--- config.mk ---
export PLATFORM = sky130hd
export DESIGN_NAME = iob_reg_ce
export DESIGN_NICKNAME = d
export VERILOG_FILES = /design/src/rtl/iob_reg_ce_pkg.sv /design/src/rtl/iob_parity_gen.sv /design/src/rtl/iob_reg_ce.sv
export SDC_FILE = /design/constraint.sdc
export NUM_CORES = 1
export LEC_CHECK = 0
export ABC_AREA = 0
export BUFFER_PORTS_ARGS = -buffer_cell sky130_fd_sc_hd__buf_4
export CAP_MARGIN = 20
export CORE_MARGIN = 3
export CORE_UTILIZATION = 44
export DETAILED_ROUTE_END_ITERATION = 12
export GPL_TIMING_DRIVEN = 0
export PLACE_DENSITY = 0.77
export SKIP_CTS_REPAIR_TIMING = 1
export SLEW_MARGIN = 20
export SYNTH_ARGS = -nofsm -noshare
export SYNTH_HDL_FRONTEND = slang
export SYNTH_SLANG_ARGS = --single-unit
--- constraint.sdc ---
create_clock -name clk -period 0.8 [get_ports clk]
set_input_delay 0.04 -clock clk [delete_from_list [all_inputs] [get_ports clk]]
set_output_delay 0.04 -clock clk [all_outputs]
set_load 0.01 [all_outputs]
--- src/rtl/iob_reg_ce_pkg.sv ---
// Shared defaults for the iob_reg_ce clock-enabled register.
// Parity support is compiled in only when IOB_REG_PARITY_EN is defined.
package iob_reg_ce_pkg;

  localparam int DEFAULT_DATA_W = 32;
  localparam int MAX_DATA_W     = 1024;

endpackage : iob_reg_ce_pkg

--- src/rtl/iob_parity_gen.sv ---
// Even-parity generator: XOR-reduce of a DATA_W-bit word.
// Present only when IOB_REG_PARITY_EN is defined.
`ifdef IOB_REG_PARITY_EN
module iob_parity_gen #(
  parameter int DATA_W = 32
) (
  input  logic [DATA_W-1:0] data,
  output logic              parity
);

  assign parity = ^data;

endmodule : iob_parity_gen
`endif

--- src/rtl/iob_reg_ce.sv ---
// Clock-enabled storage register with async reset (arst), sync clear (rst) and
// write enable (en). Optional even-parity bit under IOB_REG_PARITY_EN.
module iob_reg_ce
  import iob_reg_ce_pkg::*;
#(
  parameter int                DATA_W  = DEFAULT_DATA_W,
  parameter logic [DATA_W-1:0] RST_VAL = {DATA_W{1'b0}}
) (
  input  logic              clk,
  input  logic              arst,
  input  logic              rst,
  input  logic              en,
  input  logic [DATA_W-1:0] data_in,
`ifdef IOB_REG_PARITY_EN
  output logic              parity_out,
  output logic              parity_err,
`endif
  output logic [DATA_W-1:0] data_out
);

  // NOTE: state uses non-blocking assignments so every register samples the
  // pre-edge values; the async reset branch is listed first to win over clk.
  always_ff @(posedge clk or posedge arst) begin
    if (arst) begin
      data_out <= RST_VAL;
    end else if (rst) begin
      data_out <= RST_VAL;
    end else if (en) begin
      data_out <= data_in;
    end
  end

`ifdef IOB_REG_PARITY_EN
  localparam logic RST_PARITY = ^RST_VAL;

  logic dataInParity;
  logic dataOutParity;

  iob_parity_gen #(.DATA_W(DATA_W)) inParityGen (
    .data   (data_in),
    .parity (dataInParity)
  );

  iob_parity_gen #(.DATA_W(DATA_W)) outParityGen (
    .data   (data_out),
    .parity (dataOutParity)
  );

  // Parity bit follows exactly the same reset/clear/enable rules as the data.
  always_ff @(posedge clk or posedge arst) begin
    if (arst) begin
      parity_out <= RST_PARITY;
    end else if (rst) begin
      parity_out <= RST_PARITY;
    end else if (en) begin
      parity_out <= dataInParity;
    end
  end

  assign parity_err = parity_out ^ dataOutParity;
`endif

endmodule : iob_reg_ce

==> key figures <==
Drt
  • Drt pass-1 iters: 4
  • DR WL/cell: 16.3 um
  • Number of remaining DRC errors: 0
  • Detailed-route wire length: 4.15 mm
  • Via count: 1245
  • Met2 routed WL: 2.25 mm
  • Post-DRT Antenna Nets: 0
  • Post-DR vias/cell: 4.88
  • Uppermost layer routed: met4
  • Initial DRC count: 31
  • Met1 WL: 1.62 mm
  • DR WL met3: 204 um

Finish
  • Fin util: 87.9%
  • Layout cells sized above 1: 41.1%
  • Largest register by flop count: data_out
  • Layout net count: 259
  • Number of diodes: 0
  • Top flop regs: data_out: 32 flops
  • Filler instances: 138
  • Area grow syn2layout: 85.8%
  • Layout Cells excl Fill: 255
  • Max reg flops: 32

STA
  • Period utilization: 115%
  • PnR worst setup slack: -0.119 ns
  • Hold slack: -0.201 ns
  • Final min period: 0.919 ns
  • RSZ-0062 raised after global routing: yes
  • Slew headroom: 56.4%
  • Setup TNS: -3.99 ns
  • Pins Over Slew Limit: 0
  • F_max: 1.09 GHz
  • Final hold violations: 32
  • Worst Clk Skew: 0 ns
  • Final setup viols: 47
  • Measured slew at the worst slew-check pin: 0.653 ns

Floorplan
  • Ports: 68
  • Die area: 0.00371 sq mm
  • Core Rows: 19
  • Die width: 60.9 um
  • Initial Util: 47.3%
  • Die height: 60.9 um
  • Core Box Area: 0.00281 sq mm

Clock network
  • TritonCTS clock tree: done
  • Clk slew on worst S/H paths: 0.09 ns
  • Sink Count: 32
  • # H-tree levels: 2
  • Clock Tree Buf Depth: 2
  • Clk_lat worst skew: 0.33 ns
  • CTS root buffer: clkbuf_4
  • Number of CTS-inserted buffers: 5

Synth
  • Most instantiated cells after synthesis: dfrtp_1 (32), mux2i_1 (32), nor2_1 (32)
  • Number of synthesized flops with an enable pin: 0
  • Seq/Total Area, Yosys: 60.3%
  • Syn Nets: 140
  • Top area cells in the synthesized netlist: dfrtp_1 (60%), mux2i_1 (24%), nor2_1 (9.0%)
  • Synthesized instance count: 104
  • Flops & latches, synth: 32
  • Synth top area share: 60.3%
  • Post-synthesis cell area: 0.00133 sq mm
  • Syn avg cell area: 12.8 sq um
  • Main synth FF type: dfrtp_1
  • Yosys warns: 0
  • Synth cell types: 7
  • Yosys top cell by area: dfrtp_1
  • FFs w/ async S/R, synth: 100%

Worst setup path
  • CP required: 0.76 ns
  • Critical Path End Type: primary output
  • CP cell instances: buf_4
  • Critical Path Slowest Stage Cell: dfrtp_1
  • RR Endpoint: data_out[5]
  • WP data arrival: 0.88 ns
  • RR Startpoint: data_out[5]
  • R2R setup slack: -0.08 ns
  • Worst r2r path cells: 3
  • CP Max Fanout: 2
  • CP Class: flop to primary output
  • CP Launch Type: flop
  • Buffer and inverter count on the worst path: 1
  • Crit path launch: data_out[23]
  • CP top delay family: flip-flops
  • Crit-path max cell delay: 0.40 ns

Flow run
  • Max cap viols: 0

Power and ir drop
  • Maximum VDD drop: 1330 uV
  • Pleak: 1.31 nW
  • Pwr Density: 1460 mW/mm^2
  • Final Power: 3.59 mW

Status
  • Outcome: finished, violations left
  • Violated checks: hold timing, setup timing

Place
  • Port Buf Inserts: 66
  • Placer congestion estimate: 0.698
  • Cell count after placement: 201

GRT
  • Gr usage total: 15.8%
  • First-pass GRT wire length: 4.22 mm
  • Global route total overflow: 0
  • Number of global-route vias before repair: 961
  • Largest net degree at the start of global routing: 33
  • Antenna violations before repair: 0

Hold path
  • Hold WC Path Type: input pin to asynchronous set/reset pin
-- per-stage QoR --
step                      worst slack, ns  area, sq um
after floorplan                    0.0692         1330
after global placement             -0.339         1860
after detailed placement           0.0209         1860
after CTS                          -0.127         1920
after global routing               -0.174         2470
final                              -0.119         2470
-- layer usage --
layer	vias up	track usage, %
met4	0	7.43
met1	607	17.3
li1	584	-
met5	-	0
met3	7	6.17
met2	47	27.0
-- cell usage in the layout, fill, tap and decap left out --
master,n
clkbuf_8,1
dlygate4sd3_1,32
clkbuf_4,5
buf_4,49
buf_6,32
dfrtp_1,32
buf_12,3
inv_2,1
clkbuf_1,5
mux2i_1,31
mux2i_2,1
nor2_1,32
-- cell families after synthesis --
| family | Yosys count | synth area share, % |
|---|---|---|
| simple gates | 32 | 9.05 |
| mux | 32 | 24.1 |
| buf+inv | 8 | 6.50 |
| flops | 32 | 60.3 |
-- area by class of cell --
class / instances / area, sq um / area share, %
multi-input combinational: 64 / 444 / 18.0
timing repair buffer: 112 / 1040 / 42.1
clock buffer: 8 / 58.8 / 2.38
buffer: 7 / 82.6 / 3.35
inverter: 1 / 3.75 / 0.152
sequential: 32 / 801 / 32.5
tap: 31 / 38.8 / 1.57
-- power breakdown --
| group | total [mW] | leakage (nW) | switching, mW | internal, mW |
|---|---|---|---|---|
| registers | 1.78 | 0.425 | 0.0716 | 1.71 |
| clock network | 0.944 | 0.0326 | 0.511 | 0.433 |
| logic | 0.870 | 0.852 | 0.325 | 0.545 |
-- worst max path at each step --
stage	slack, ns	depth (start not counted)	to
detailed placement	0.02	3	data_out[22]
CTS	-0.13	1	data_out[31]
global placement	-0.34	2	data_out[2]
finish	-0.12	1	data_out[23]
global route	-0.17	1	data_out[23]
floorplan	0.07	1	data_out[0]
(Power assumes the default switching activity.)
